## config.mk

```make
export PLATFORM = sky130hd
export DESIGN_NAME = rr_rob_id_allocator
export DESIGN_NICKNAME = d
export VERILOG_FILES = /design/src/rtl/rr_pkg.sv /design/src/rtl/rr_wrap_add.sv /design/src/rtl/rr_rob_id_allocator.sv
export SDC_FILE = /design/constraint.sdc
export NUM_CORES = 2
export LEC_CHECK = 0
export CAP_MARGIN = 20
export CORE_MARGIN = 2
export CORE_UTILIZATION = 45
export CTS_BUF_LIST = sky130_fd_sc_hd__clkbuf_4 sky130_fd_sc_hd__clkbuf_8
export DETAILED_ROUTE_END_ITERATION = 16
export PLACE_DENSITY = 0.7
export SLEW_MARGIN = 20
export SYNTH_ARGS = -nofsm -noshare
export SYNTH_HDL_FRONTEND = slang
export SYNTH_SLANG_ARGS = --single-unit
```

## constraint.sdc

```tcl
create_clock -name clk -period 12.07 [get_ports clk]
set_input_delay 1.207 -clock clk [delete_from_list [all_inputs] [get_ports clk]]
set_output_delay 1.207 -clock clk [all_outputs]
set_load 0.005 [all_outputs]
```

## src/rtl/rr_pkg.sv

```systemverilog
// Shared constants and ROB entry layout for the rename-side ROB/RHT ID allocator.
package rr_pkg;

    localparam int C_NUM     = 4;
    localparam int K         = 32;
    localparam int ROB_DEPTH = (C_NUM - 1) * K;
    localparam int RHT_DEPTH = C_NUM * K;
    localparam int ROBW      = $clog2(ROB_DEPTH);
    localparam int RHTW      = $clog2(RHT_DEPTH);
    localparam int ROB_CNTW  = $clog2(ROB_DEPTH + 1);
    localparam int RHT_CNTW  = $clog2(RHT_DEPTH + 1);

    localparam int DEF_INSTR_COUNT = 2;
    localparam int DEF_REC_CYCLES  = 4;

    typedef struct packed {
        logic            valid;
        logic            done;
        logic            last;
        logic [RHTW-1:0] rht_id;
    } rob_entry_s;

    // (a - b) mod ROB_DEPTH: age of a relative to b
    function automatic logic [ROBW-1:0] rob_dist(
        input logic [ROBW-1:0] a,
        input logic [ROBW-1:0] b
    );
        logic [ROBW:0] t;
        if (a >= b) t = {1'b0, a} - {1'b0, b};
        else        t = {1'b0, a} + (ROBW+1)'(ROB_DEPTH) - {1'b0, b};
        return t[ROBW-1:0];
    endfunction

    function automatic logic [RHTW-1:0] rht_dist(
        input logic [RHTW-1:0] a,
        input logic [RHTW-1:0] b
    );
        logic [RHTW:0] t;
        if (a >= b) t = {1'b0, a} - {1'b0, b};
        else        t = {1'b0, a} + (RHTW+1)'(RHT_DEPTH) - {1'b0, b};
        return t[RHTW-1:0];
    endfunction

endpackage

```

## src/rtl/rr_wrap_add.sv

```systemverilog
// Modular pointer increment: (ptr + inc) mod DEPTH, DEPTH need not be a power of two.
module rr_wrap_add #(
    parameter int DEPTH = 96,
    parameter int W     = $clog2(DEPTH)
) (
    input  logic [W-1:0] ptr,
    input  logic [W-1:0] inc,
    output logic [W-1:0] sum
);

    localparam logic [W:0] LIM = (W+1)'(DEPTH);

    logic [W:0] raw;
    logic [W:0] red;

    // Operands are always < DEPTH, so one conditional subtract suffices
    always_comb begin
        raw = {1'b0, ptr} + {1'b0, inc};
        red = raw - LIM;
        sum = (raw >= LIM) ? red[W-1:0] : raw[W-1:0];
    end

endmodule

```

## src/rtl/rr_rob_id_allocator.sv

```systemverilog
// ROB/RHT ID allocator: in-order allocate, writeback, thermometer commit,
// and flush rollback with a recovery window towards the rename stage.
module rr_rob_id_allocator
    import rr_pkg::*;
#(
    parameter int INSTR_COUNT = DEF_INSTR_COUNT,
    parameter int REC_CYCLES  = DEF_REC_CYCLES
) (
    input  logic                        clk,
    input  logic                        rst_n,
    input  logic                        alloc_req,
    output logic                        alloc_ready,
    output logic [INSTR_COUNT*ROBW-1:0] rec_rob_id,
    output logic [RHTW-1:0]             rec_rht_id,
    input  logic [INSTR_COUNT-1:0]      wb_en,
    input  logic [INSTR_COUNT*ROBW-1:0] wb_rob_id,
    input  logic                        flush_en,
    input  logic [ROBW-1:0]             flush_rob_id,
    output logic                        rec_en,
    output logic                        rec_busy,
    output logic [INSTR_COUNT-1:0]      valid_commit,
    output logic [INSTR_COUNT*ROBW-1:0] commit_rob_id
);

    localparam int CW = $clog2(REC_CYCLES + 1);

    rob_entry_s entries_q [ROB_DEPTH];
    rob_entry_s entries_d [ROB_DEPTH];

    logic [ROBW-1:0]     head_q, head_d, tail_q, tail_d;
    logic [ROB_CNTW-1:0] rob_count_q, rob_count_d;
    logic [RHTW-1:0]     rht_head_q, rht_head_d, rht_tail_q, rht_tail_d;
    logic [RHT_CNTW-1:0] rht_count_q, rht_count_d;
    logic [CW-1:0]       rec_cnt_q, rec_cnt_d;
    logic                rec_en_q, rec_en_d;

    logic [ROBW-1:0] slot_id [INSTR_COUNT];
    logic [ROBW-1:0] cm_id   [INSTR_COUNT];
    logic [ROBW-1:0] wb_id   [INSTR_COUNT];

    logic [INSTR_COUNT-1:0] wb_hit;
    logic [INSTR_COUNT-1:0] commit;
    logic [ROBW-1:0]        pop;
    logic [RHTW-1:0]        nfree;
    logic                   flush_ok;
    logic [ROBW-1:0]        fid_age;
    logic                   accept;

    logic [ROBW-1:0] tail_nxt, head_nxt, fid_nxt;
    logic [RHTW-1:0] rht_tail_nxt, rht_head_nxt, rht_fid_nxt;

    for (genvar i = 0; i < INSTR_COUNT; i++) begin : g_slot
        rr_wrap_add #(.DEPTH(ROB_DEPTH)) u_slot (
            .ptr (tail_q),
            .inc (ROBW'(i)),
            .sum (slot_id[i])
        );
        rr_wrap_add #(.DEPTH(ROB_DEPTH)) u_cm (
            .ptr (head_q),
            .inc (ROBW'(i)),
            .sum (cm_id[i])
        );
        assign rec_rob_id[i*ROBW +: ROBW]    = slot_id[i];
        assign commit_rob_id[i*ROBW +: ROBW] = cm_id[i];
        assign wb_id[i]  = wb_rob_id[i*ROBW +: ROBW];
        assign wb_hit[i] = (wb_id[i] < ROBW'(ROB_DEPTH))
                         && entries_q[wb_id[i]].valid;
    end

    rr_wrap_add #(.DEPTH(ROB_DEPTH)) u_tail (
        .ptr (tail_q),
        .inc (ROBW'(INSTR_COUNT)),
        .sum (tail_nxt)
    );
    rr_wrap_add #(.DEPTH(ROB_DEPTH)) u_head (
        .ptr (head_q),
        .inc (pop),
        .sum (head_nxt)
    );
    rr_wrap_add #(.DEPTH(ROB_DEPTH)) u_fid (
        .ptr (flush_rob_id),
        .inc (ROBW'(1)),
        .sum (fid_nxt)
    );
    rr_wrap_add #(.DEPTH(RHT_DEPTH)) u_rht_tail (
        .ptr (rht_tail_q),
        .inc (RHTW'(1)),
        .sum (rht_tail_nxt)
    );
    rr_wrap_add #(.DEPTH(RHT_DEPTH)) u_rht_head (
        .ptr (rht_head_q),
        .inc (nfree),
        .sum (rht_head_nxt)
    );
    rr_wrap_add #(.DEPTH(RHT_DEPTH)) u_rht_fid (
        .ptr (entries_q[flush_rob_id].rht_id),
        .inc (RHTW'(1)),
        .sum (rht_fid_nxt)
    );

    assign rec_rht_id   = rht_tail_q;
    assign rec_en       = rec_en_q;
    assign rec_busy     = (rec_cnt_q != '0);
    assign valid_commit = commit;

    assign alloc_ready = (ROB_CNTW'(ROB_DEPTH) - rob_count_q
                          >= ROB_CNTW'(INSTR_COUNT))
                       && (rht_count_q < RHT_CNTW'(RHT_DEPTH))
                       && !rec_busy && !flush_en;
    assign accept = alloc_req && alloc_ready;

    assign flush_ok = flush_en && (flush_rob_id < ROBW'(ROB_DEPTH))
                    && entries_q[flush_rob_id].valid;
    assign fid_age  = rob_dist(flush_rob_id, head_q);

    // A flush target retiring this edge ends its packet, so it frees its RHT ID
    always_comb begin
        logic run;
        run   = 1'b1;
        pop   = '0;
        nfree = '0;
        for (int i = 0; i < INSTR_COUNT; i++) begin
            run = run && entries_q[cm_id[i]].valid
                      && entries_q[cm_id[i]].done;
            commit[i] = run;
            if (run) begin
                pop = pop + ROBW'(1);
                if (entries_q[cm_id[i]].last
                    || (flush_ok && cm_id[i] == flush_rob_id)) begin
                    nfree = nfree + RHTW'(1);
                end
            end
        end
    end

    always_comb begin
        entries_d   = entries_q;
        head_d      = head_nxt;
        tail_d      = tail_q;
        rht_head_d  = rht_head_nxt;
        rht_tail_d  = rht_tail_q;
        rob_count_d = rob_count_q - ROB_CNTW'(pop);
        rht_count_d = rht_count_q - RHT_CNTW'(nfree);
        rec_en_d    = flush_ok;
        rec_cnt_d   = rec_busy ? rec_cnt_q - CW'(1) : rec_cnt_q;

        for (int p = 0; p < INSTR_COUNT; p++) begin
            if (wb_en[p] && wb_hit[p]) entries_d[wb_id[p]].done = 1'b1;
        end
        for (int i = 0; i < INSTR_COUNT; i++) begin
            if (commit[i]) entries_d[cm_id[i]].valid = 1'b0;
        end

        if (flush_ok) begin
            for (int j = 0; j < ROB_DEPTH; j++) begin
                if (rob_dist(ROBW'(j), head_q) > fid_age) begin
                    entries_d[j].valid = 1'b0;
                end
            end
            entries_d[flush_rob_id].last = 1'b1;
            tail_d      = fid_nxt;
            rht_tail_d  = rht_fid_nxt;
            // Recomputed from pointers so a full ROB flushed at its youngest stays full
            rob_count_d = (fid_age < pop) ? '0
                        : ROB_CNTW'(fid_age - pop) + ROB_CNTW'(1);
            rht_count_d = rht_count_q - RHT_CNTW'(nfree)
                        - RHT_CNTW'(rht_dist(rht_tail_q, rht_fid_nxt));
            rec_cnt_d   = CW'(REC_CYCLES);
        end else if (accept) begin
            for (int i = 0; i < INSTR_COUNT; i++) begin
                entries_d[slot_id[i]].valid  = 1'b1;
                entries_d[slot_id[i]].done   = 1'b0;
                entries_d[slot_id[i]].last   = (i == INSTR_COUNT - 1);
                entries_d[slot_id[i]].rht_id = rht_tail_q;
            end
            tail_d      = tail_nxt;
            rht_tail_d  = rht_tail_nxt;
            rob_count_d = rob_count_q + ROB_CNTW'(INSTR_COUNT)
                        - ROB_CNTW'(pop);
            rht_count_d = rht_count_q + RHT_CNTW'(1) - RHT_CNTW'(nfree);
        end
    end

    always_ff @(posedge clk or negedge rst_n) begin
        if (!rst_n) begin
            for (int j = 0; j < ROB_DEPTH; j++) entries_q[j] <= '0;
            head_q      <= '0;
            tail_q      <= '0;
            rob_count_q <= '0;
            rht_head_q  <= '0;
            rht_tail_q  <= '0;
            rht_count_q <= '0;
            rec_cnt_q   <= '0;
            rec_en_q    <= 1'b0;
        end else begin
            for (int j = 0; j < ROB_DEPTH; j++) entries_q[j] <= entries_d[j];
            head_q      <= head_d;
            tail_q      <= tail_d;
            rob_count_q <= rob_count_d;
            rht_head_q  <= rht_head_d;
            rht_tail_q  <= rht_tail_d;
            rht_count_q <= rht_count_d;
            rec_cnt_q   <= rec_cnt_d;
            rec_en_q    <= rec_en_d;
        end
    end

    always @(posedge clk) begin
        if (rst_n) begin
            for (int p = 0; p < INSTR_COUNT; p++) begin
                if (wb_en[p]) assert (wb_hit[p])
                    else $error("writeback to invalid rob id %0d", wb_id[p]);
            end
            if (flush_en) assert (flush_ok)
                else $error("flush to invalid rob id %0d", flush_rob_id);
        end
    end

endmodule

```

==> run_summary.xml <==
<?xml version="1.0" encoding="UTF-8"?>
<metrics>
  <group name="outcome">
    <metric name="status" unit="">complete, no violations</metric>
  </group>
  <group name="global_route">
    <metric name="grt_use_total" unit="%">47.38</metric>
    <metric name="grt_antenna_before_repair" unit="">62</metric>
    <metric name="grt_max_degree" unit="">161</metric>
    <metric name="grt_first_pass_wirelength" unit="um">523000</metric>
    <metric name="remaining_global_route_overflow" unit="">0</metric>
    <metric name="grt_pass1_vias" unit="">63568</metric>
  </group>
  <group name="final_layout">
    <metric name="syn_to_final_growth" unit="%">10.78</metric>
    <metric name="stdcell_area" unit="mm^2">0.07719</metric>
    <metric name="mostFrequentLayoutCell" unit="">dfrtp_1</metric>
    <metric name="final_layout_size_suffix_gt1_share" unit="%">23.42</metric>
    <metric name="finalCoreUtilization" unit="%">50.17</metric>
    <metric name="layout.nets" unit="">7359</metric>
    <metric name="final_cell_mix" unit="">987 x dfrtp_1, 776 x mux2_2, 569 x nand2_1</metric>
  </group>
  <group name="floorplan">
    <metric name="design.core.area" unit="mm^2">0.1539</metric>
    <metric name="floorplan.die_area" unit="mm^2">0.1580</metric>
    <metric name="placement_rows" unit="">144</metric>
    <metric name="boundaryPins" unit="">67</metric>
    <metric name="die-height" unit="um">397.5</metric>
    <metric name="x_dimension_of_the_die" unit="um">397.5</metric>
    <metric name="initial_utilization" unit="%">45.28</metric>
  </group>
  <group name="drt">
    <metric name="vias_per_cell" unit="">7.280</metric>
    <metric name="routed_wire_length_per_instance" unit="um">41.58</metric>
    <metric name="detail_route.first_pass.iterations" unit="">9</metric>
    <metric name="drtIter0Drc" unit="">10368</metric>
    <metric name="finalWirelength" unit="um">381200</metric>
    <metric name="num_vias" unit="">66740</metric>
    <metric name="antenna_left" unit="">0</metric>
    <metric name="drc" unit="">0</metric>
  </group>
  <group name="critical_path">
    <metric name="worst_path_largest_cell_delay" unit="ns">0.94</metric>
    <metric name="path_cells" unit="">inv_2 &gt; ha_4 &gt; inv_1 &gt; buf_4 &gt; or3_1 &gt; a32oi_1 &gt; o311ai_0 &gt; a32o_1 &gt; o21ai_4 &gt; inv_1 &gt; and2_1 &gt; ha_1 &gt; a211oi_1 &gt; xnor2_1 &gt; ha_1 &gt; a21boi_0 &gt; o21ai_0 &gt; nand2b_1 &gt; a21o_1 &gt; a211oi_1 &gt; mux2i_1 &gt; o21ai_0</metric>
    <metric name="critPathTopFamily" unit="">compound AO/OA/AOI/OAI gates</metric>
    <metric name="worstSetupPathType" unit="">reg -&gt; reg</metric>
    <metric name="rrSetupSlack" unit="ns">3.61</metric>
    <metric name="crit-reg2reg-capture" unit="">rht_count_q[7]</metric>
    <metric name="critical_path_required" unit="ns">12.84</metric>
    <metric name="worst-path-buf-inv" unit="">4</metric>
    <metric name="timing.critical_path.to_type" unit="">flop</metric>
    <metric name="arr_time_crit_path" unit="ns">9.24</metric>
    <metric name="timing.rr.start" unit="">head_q[0]</metric>
    <metric name="critPathMaxFanout" unit="">38</metric>
    <metric name="cp-start-kind" unit="">flop</metric>
    <metric name="critical-path-slowest-cell" unit="">ha_4</metric>
    <metric name="worst-r2r-cell-count" unit="">22</metric>
  </group>
  <group name="clock_tree">
    <metric name="insertion_delay" unit="ns">0.96</metric>
    <metric name="cts_inserted_buffers" unit="">171</metric>
    <metric name="clk_pin_slew" unit="ns">0.06</metric>
    <metric name="cts.sinks" unit="">1000</metric>
    <metric name="hold_buffers" unit="">0</metric>
    <metric name="cts_repair_resize_count" unit="">0</metric>
    <metric name="tritoncts_clock_tree" unit="">yes</metric>
    <metric name="h-tree-depth" unit="">4</metric>
    <metric name="cts_root_buffer" unit="">clkbuf_8</metric>
    <metric name="clock_tree.buffer_depth" unit="">3</metric>
    <metric name="postCtsSetupRepairBufs" unit="">0</metric>
  </group>
  <group name="timing">
    <metric name="slew_headroom" unit="%">6.653</metric>
    <metric name="tightestPinTransition" unit="ns">1.400</metric>
    <metric name="min_period_over_period" unit="%">70.11</metric>
    <metric name="timing.final.hold_violations" unit="">0</metric>
    <metric name="final.setup_skew" unit="ns">0.05940</metric>
    <metric name="summed_negative_setup_slack_over_all_endpoints" unit="ns">0</metric>
    <metric name="min_period" unit="ns">8.463</metric>
    <metric name="drv_slew" unit="">0</metric>
    <metric name="unrepaired_setup_endpoints_after_global_routing" unit="">no</metric>
    <metric name="whs" unit="ns">0.2805</metric>
    <metric name="finalSetupViolations" unit="">0</metric>
    <metric name="max_clock_freq" unit="GHz">0.1182</metric>
  </group>
  <group name="synthesis">
    <metric name="ys_types" unit="">99</metric>
    <metric name="yosys_warnings" unit="">0</metric>
    <metric name="synth-seq-area-share" unit="%">35.92</metric>
    <metric name="ys.flop_type" unit="">dfrtp_1</metric>
    <metric name="syn_avg_cell_area" unit="um^2">10.02</metric>
    <metric name="post_synth_instance_area" unit="mm^2">0.06968</metric>
    <metric name="synth-async-reset-ratio" unit="%">100.0</metric>
    <metric name="syn_nets" unit="">7365</metric>
    <metric name="synth_edf_count" unit="">0</metric>
    <metric name="synth-seq-cells" unit="">1000</metric>
    <metric name="post_synth_inst_count" unit="">6952</metric>
  </group>
  <group name="power_and_ir_drop">
    <metric name="pwr_dens" unit="mW/mm^2">270.6</metric>
    <metric name="total_leakage_power" unit="nW">34.07</metric>
    <metric name="ir_drop" unit="mV">0.2011</metric>
    <metric name="post-layout-total-power" unit="mW">20.88</metric>
  </group>
  <group name="placed_design">
    <metric name="gp_routability_congestion" unit="">1.137</metric>
    <metric name="placement.cell_area" unit="mm^2">0.07325</metric>
    <metric name="port_buffers" unit="">66</metric>
    <metric name="dpl.hpwl" unit="um">265400</metric>
  </group>
  <group name="min_path">
    <metric name="timing.hold.worst.class" unit="">in -&gt; async</metric>
  </group>
  <group name="flow_run">
    <metric name="timing.max_cap.violations" unit="">0</metric>
  </group>
</metrics>
[cell usage after synthesis, types with 57 or more instances]
master | count | area (um^2)
nor2_1 | 273 | 1025
nor3_1 | 148 | 740.7
nor2b_1 | 57 | 356.6
nand2_1 | 569 | 2136
o21ai_0 | 253 | 1266
a21o_1 | 91 | 683.2
clkbuf_1 | 272 | 1021
a221oi_1 | 118 | 1033
a211o_1 | 72 | 630.6
buf_2 | 154 | 770.7
inv_1 | 141 | 529.3
nand3_1 | 226 | 1131
mux2_2 | 776 | 8738
mux2i_1 | 185 | 1852
xnor2_1 | 233 | 2041
a22oi_1 | 157 | 1179
a31oi_1 | 111 | 694.4
mux4_2 | 100 | 2252
ha_1 | 372 | 4654
o22ai_1 | 83 | 519.3
a211oi_1 | 61 | 457.9
o211ai_1 | 100 | 750.7
dfrtp_1 | 1000 | 25020
and3_1 | 59 | 369.1
a21oi_1 | 358 | 1792
o221ai_1 | 142 | 1244
[metrics by stage]
step | instances | worst slack [ns]
6_report | 9168 | 3.607
5_1_grt | 9134 | 3.447
2_1_floorplan | 6952 | 2.893
4_1_cts | 9121 | 3.839
3_5_place_dp | 8814 | 3.820
3_3_place_gp | 8814 | 3.737
[per-layer routing]
metal / share of wire (%) / track usage [%] / up-vias
li1: - / - / 26379
met3: 13 / 19.07 / 1780
met5: 0.11 / 0 / -
met2: 41 / 67.07 / 5419
met4: 11 / 41.59 / 34
met1: 35 / 55.28 / 33128
[layout make-up]
class | instances | area, um^2
inverter | 150 | 564.3
timing repair buffer | 343 | 2829
multi-input combinational | 5280 | 42320
sequential | 1000 | 25070
fill | 14121 | 76680
tap | 2044 | 2557
clock buffer | 269 | 3327
clock inverter | 38 | 416.7
antenna | 44 | 110.1
[kinds of logic after synthesis]
family                     after synthesis  share of synthesized area, %
AOI/OAI and AO/OA                     1984                         20.21
xor gates and xnor gates               291                         3.688
buffers and inverters                  672                         4.155
and+or+nand+nor                       1558                         10.52
DFF                                   1000                         35.92
muxes                                 1061                         18.43
adders and majority gates              386                         7.082
[power breakdown]
part           internal, mW  switching, mW  total, mW  leakage, nW
combinational          4.43           8.65       13.1         18.3
sequential             3.70          0.668       4.36         13.8
clock                  1.86           1.58       3.44         2.00
total                  9.98           10.9       20.9         34.1
[registers in the layout, summed over array words and instances, names as in the netlist]
| register | count |
|---|---|
| rec_en | 1 |
| tail_q | 7 |
| entries_q | 960 |
| rec_rht_id | 7 |
| head_q | 7 |
| rec_cnt_q | 3 |
| rob_count_q | 7 |
| rht_count_q | 8 |
[worst max path at each step]
stage          depth (start not counted)               to  slack [ns]             from
2_1_floorplan                         19   entries_q[299]        2.89  flush_rob_id[0]
3_3_place_gp                          25   rht_count_q[7]        3.74  flush_rob_id[1]
3_5_place_dp                          25   rht_count_q[7]        3.82  flush_rob_id[1]
4_1_cts                               11  valid_commit[1]        3.84        head_q[0]
5_1_grt                               24   rht_count_q[7]        3.45        head_q[1]
6_report                              22   rht_count_q[7]        3.61        head_q[0]
Power figures use the tool's default switching activity.
